## src/rtl/delay_timer_arbiter.sv

```systemverilog
// Round-robin arbiter for four requesters sharing one prescaled delay timer.
// The winner's delay is latched at grant and counted down in base ticks of DIV clocks.
module delay_timer_arbiter #(
    parameter int DIV   = 50000000,
    parameter int CNT_W = 8
) (
    input  logic               clk,
    input  logic               reset_n,
    input  logic [3:0]         req,
    input  logic [4*CNT_W-1:0] req_delay,
    input  logic               abort,
    output logic [3:0]         grant,
    output logic [3:0]         done,
    output logic               busy,
    output logic [CNT_W-1:0]   remaining
);

    localparam int PRE_W = (DIV > 1) ? $clog2(DIV) : 1;
    localparam logic [PRE_W-1:0] PRE_RELOAD = PRE_W'(DIV - 1);

    typedef enum logic [1:0] {
        IDLE = 2'd0,
        RUN  = 2'd1,
        DONE = 2'd2
    } state_t;

    state_t           state_reg;
    logic [1:0]       ptr_reg;
    logic [1:0]       owner_reg;
    logic [PRE_W-1:0] pre_reg;
    logic [CNT_W-1:0] rem_reg;
    logic [3:0]       grant_reg;
    logic [3:0]       done_reg;
    logic             busy_reg;

    logic [CNT_W-1:0] delay_arr [4];
    logic             win_valid;
    logic [1:0]       win_idx;
    logic [1:0]       cand;
    logic [CNT_W-1:0] win_delay;

    generate
        for (genvar gi = 0; gi < 4; gi++) begin : g_delay
            assign delay_arr[gi] = req_delay[CNT_W*gi +: CNT_W];
        end
    endgenerate

    // Scan from the highest offset down so the candidate closest to ptr wins.
    always_comb begin
        win_valid = 1'b0;
        win_idx   = ptr_reg;
        cand      = ptr_reg;
        for (int k = 3; k >= 0; k--) begin
            cand = ptr_reg + 2'(k);
            if (req[cand]) begin
                win_valid = 1'b1;
                win_idx   = cand;
            end
        end
    end

    assign win_delay = delay_arr[win_idx];

    always_ff @(posedge clk) begin
        if (!reset_n) begin
            state_reg <= IDLE;
            ptr_reg   <= 2'd0;
            owner_reg <= 2'd0;
            pre_reg   <= PRE_RELOAD;
            rem_reg   <= '0;
            grant_reg <= 4'b0000;
            done_reg  <= 4'b0000;
            busy_reg  <= 1'b0;
        end else begin
            done_reg <= 4'b0000;
            case (state_reg)
                IDLE: begin
                    if (win_valid) begin
                        owner_reg <= win_idx;
                        pre_reg   <= PRE_RELOAD;
                        busy_reg  <= 1'b1;
                        if (win_delay != '0) begin
                            state_reg <= RUN;
                            grant_reg <= 4'b0001 << win_idx;
                            rem_reg   <= win_delay;
                        end else begin
                            state_reg <= DONE;
                            done_reg  <= 4'b0001 << win_idx;
                            rem_reg   <= '0;
                        end
                    end
                end
                RUN: begin
                    if (abort) begin
                        state_reg <= IDLE;
                        grant_reg <= 4'b0000;
                        rem_reg   <= '0;
                        busy_reg  <= 1'b0;
                        pre_reg   <= PRE_RELOAD;
                        ptr_reg   <= owner_reg + 2'd1;
                    end else if (pre_reg == '0) begin
                        pre_reg <= PRE_RELOAD;
                        // remaining is always >= 1 in RUN; the 1 -> 0 step ends the run
                        if (rem_reg == CNT_W'(1)) begin
                            rem_reg   <= '0;
                            grant_reg <= 4'b0000;
                            state_reg <= DONE;
                            done_reg  <= 4'b0001 << owner_reg;
                        end else begin
                            rem_reg <= rem_reg - CNT_W'(1);
                        end
                    end else begin
                        pre_reg <= pre_reg - PRE_W'(1);
                    end
                end
                DONE: begin
                    state_reg <= IDLE;
                    busy_reg  <= 1'b0;
                    ptr_reg   <= owner_reg + 2'd1;
                end
                default: begin
                    state_reg <= IDLE;
                    grant_reg <= 4'b0000;
                    busy_reg  <= 1'b0;
                end
            endcase
        end
    end

    assign grant     = grant_reg;
    assign done      = done_reg;
    assign busy      = busy_reg;
    assign remaining = rem_reg;

endmodule
```

## config.mk

```make
export PLATFORM = sky130hd
export DESIGN_NAME = delay_timer_arbiter
export DESIGN_NICKNAME = d
export VERILOG_FILES = /design/src/rtl/delay_timer_arbiter.sv
export SDC_FILE = /design/constraint.sdc
export NUM_CORES = 1
export LEC_CHECK = 0
export BUFFER_PORTS_ARGS = -buffer_cell sky130_fd_sc_hd__buf_2
export CAP_MARGIN = 20
export CORE_UTILIZATION = 40
export DETAILED_ROUTE_END_ITERATION = 8
export RECOVER_POWER = 100
export SLEW_MARGIN = 20
export SYNTH_ARGS = -nofsm -noshare
export SYNTH_HDL_FRONTEND = slang
export SYNTH_SLANG_ARGS = --single-unit
```

## constraint.sdc

```tcl
create_clock -name clk -period 2.8 [get_ports clk]
set_input_delay 0.28 -clock clk [delete_from_list [all_inputs] [get_ports clk]]
set_output_delay 0.28 -clock clk [all_outputs]
set_load 0.03 [all_outputs]
```

==> impl_results.md <==
* Status: complete, no violations
* Synthesized area per cell at 8.09 sq um
* Crit path buffers/inverters at 0
* Total CTS buffers at 5
* Clock-pin slew on the worst setup and hold paths at 90 ps
* Worst EP arrival at 2910 ps
* Fin crit period at 2680 ps
* Vias in the first global route at 2459
* Number of synthesized flops with an enable pin at 0
* First-pass GRT wire length at 11.1 mm
* Antenna Cells at 0
* Final Skew at 5.50 ps
* CP max-delay cell: or4_4
* DRT Pass-1 Iters at 4
* Yosys cell types at 47
* Initial Util at 41.2%
* Maximum fanout along the worst path at 18
* RSZ-0062 raised after global routing: no
* CTS max path bufs at 2
* Crit path max-delay family: simple AND/OR/NAND/NOR gates
* Critical path launch point type: flop
* Via-to-Cell Ratio at 5.34
* Share of the synthesized area in the top cell type at 35.3%
* Synthesized area at 0.00278 sq mm
* Die Span X at 85.4 um
* Worst-Skew Late Latency at 300 ps
* # clock sinks at 49
* Worst Hold Class: in2reg
* Synthesized flop and latch total at 49
* Slew Viols, Final at 0
* 1st-iter DRT viols at 83
* WL/cell at 13.2 um
* Crit. End Element: flop
* Clk root buf: clkbuf_8
* Worst path cell trace: nor2b_1 -> or4_4 -> and3_1 -> a211oi_1 -> o22a_1 -> nand4_4 -> or3_1 -> a21oi_1
* Gr usage total at 18.7%
* Pin count of the biggest net entering global routing at 22
* Post-route ant nets at 0
* Post-Syn Instances at 344
* Most frequent cell after synthesis: dfxtp_1
* Final hold vios at 0
* Initial antenna violation count at 0
* Hpwl dp at 4.87 mm
* Placed Area at 0.00322 sq mm
* Hold buffers post-CTS at 0
* Slew @ Worst Pin at 749 ps
* Net count, final at 453
* # IOs at 56
* DIE AREA at 0.00729 sq mm
* DR top layer: met4
* Wl on met1 at 3.03 mm
* Static Leakage at 0.00130 uW
* Top cells by count, synth: 49 x dfxtp_1, 35 x nand2_1, 29 x nor2_1
* Mapped Nets at 390
* Max reg flops at 26
* Routed WL at 6.42 mm
* Htree depth at 2
* Grt ovf at 0
* Sum of negative setup slack at 0 ps
* Pwr dens at 525 mW/mm^2
* Peak Freq at 373 MHz
* Place WS at -104 ps
* Final setup fails at 0
* Setup slack after layout at 122 ps
* Core area at 0.00676 sq mm
* Layout cell share with drive strength beyond 1 at 15.9%
* Site Rows at 30
* Routed met3 length at 299 um
* Post-synth top area cell: dfxtp_1
* Die height at 85.4 um
* Layout area overhead at 17.8%
* Leading post-synthesis cells by cell area: dfxtp_1 35%, xnor2_1 5.7%, and3_1 4.9%, nand2_1 4.7%, a211oi_1 4.3%
* Max stage delay on crit path at 610 ps
* RD Place Congestion at 0.811
* Critical path class: reg2reg
* CTS tree: built
* Total Power at 1720 uW
* DR WL met2 at 3.04 mm
* Top FF cell, synth: dfxtp_1
* Worst vdd ir at 0.000280 V
* Max-cap violations at 0
* Part of the cycle the worst path needs at 95.6%
* Sequential area share after synthesis at 35.3%
* FFs w/ async S/R, synth at 0%
* Number of port buffers at 55
* CP Data Required Time at 3030 ps
* Final design area excluding fillers at 0.00328 sq mm
* Drt drc at 0
* Slew margin rel. at 49.9%
* Via Count at 2606
* Ys Warns at 0
-- area by class of cell --
type | instances | area [sq um]
Fill cell | 702 | 3480
Multi-Input combinational cell | 273 | 1710
Sequential cell | 49 | 981
Timing Repair Buffer | 71 | 373
Tap cell | 80 | 100
Clock buffer | 6 | 72.6
Inverter | 7 | 26.3
Clock inverter | 2 | 13.8
-- tightest hold or removal path, stage by stage --
cell and delay (ps):
buf_2 120, nand2_1 90, a21oi_1 70, nor2_1 70
-- path summary, 6_finish.rpt --
kind | from | end | slack, ps | cells after the start
max | ptr_reg[0] | done[2] | 120 | 8
min | abort | busy | 370 | 4
max reg2reg | ptr_reg[0] | done[2] | 120 | 8
min reg2reg | remaining[6] | remaining[6] | 490 | 2
-- cell usage in the layout, fill, tap and decap left out, types with 3 or more instances in the layout --
cell type / Yosys / final
a21oi_1: 12 / 12
o21ai_0: 19 / 19
mux2i_1: 7 / 7
inv_1: 7 / 7
clkbuf_8: 0 / 5
buf_4: 0 / 11
nor3_1: 22 / 22
nor2b_1: 12 / 12
nand2_1: 35 / 35
or4_1: 4 / 3
nand3_1: 3 / 3
nand2b_1: 9 / 9
dfxtp_1: 49 / 49
nor2_1: 29 / 29
and2_1: 4 / 3
a21boi_0: 6 / 6
xnor2_1: 18 / 18
xor2_1: 4 / 4
and3_1: 22 / 22
ha_1: 7 / 7
buf_2: 3 / 38
o32ai_1: 3 / 3
clkbuf_1: 11 / 21
nor4_1: 9 / 9
nand4_1: 3 / 3
a211oi_1: 16 / 16
or3_1: 3 / 3
-- layer usage --
| metal | global-route usage, % | vias up |
|---|---|---|
| li1 | - | 1369 |
| met3 | 3.99 | 5 |
| met5 | 0 | - |
| met1 | 24.0 | 1175 |
| met4 | 4.09 | 0 |
| met2 | 32.3 | 57 |
-- kinds of logic after synthesis --
family / share of synthesized area, %
AND/OR/NAND/NOR: 30.9
adder cells (fa/ha/maj): 3.15
AO/OA/AOI/OAI: 17.9
XOR/XNOR: 6.93
flip-flops: 35.3
buffers and inverters: 3.37
multiplexers: 2.52
-- stage by stage --
step | hold slack (ps) | util [%] | std cells
6_report | 366 | 48.5 | 488
4_1_cts | 370 | 49.0 | 488
3_5_place_dp | 475 | 47.7 | 480
2_1_floorplan | 439 | - | 344
3_3_place_gp | 469 | 47.7 | 480
5_1_grt | 392 | 48.5 | 488
-- power by group --
group          internal [uW]  switching (uW)
sequential               737            43.0
clock                    179             243
combinational            204             314
total                   1120             600
-- what timing repair did --
item	in CTS	in global routing
endpoints found under the hold margin	0	0
setup buffers	0	0
endpoints found under the setup margin	2	0
gates resized for setup	1	0
Power figures use the tool's default switching activity.
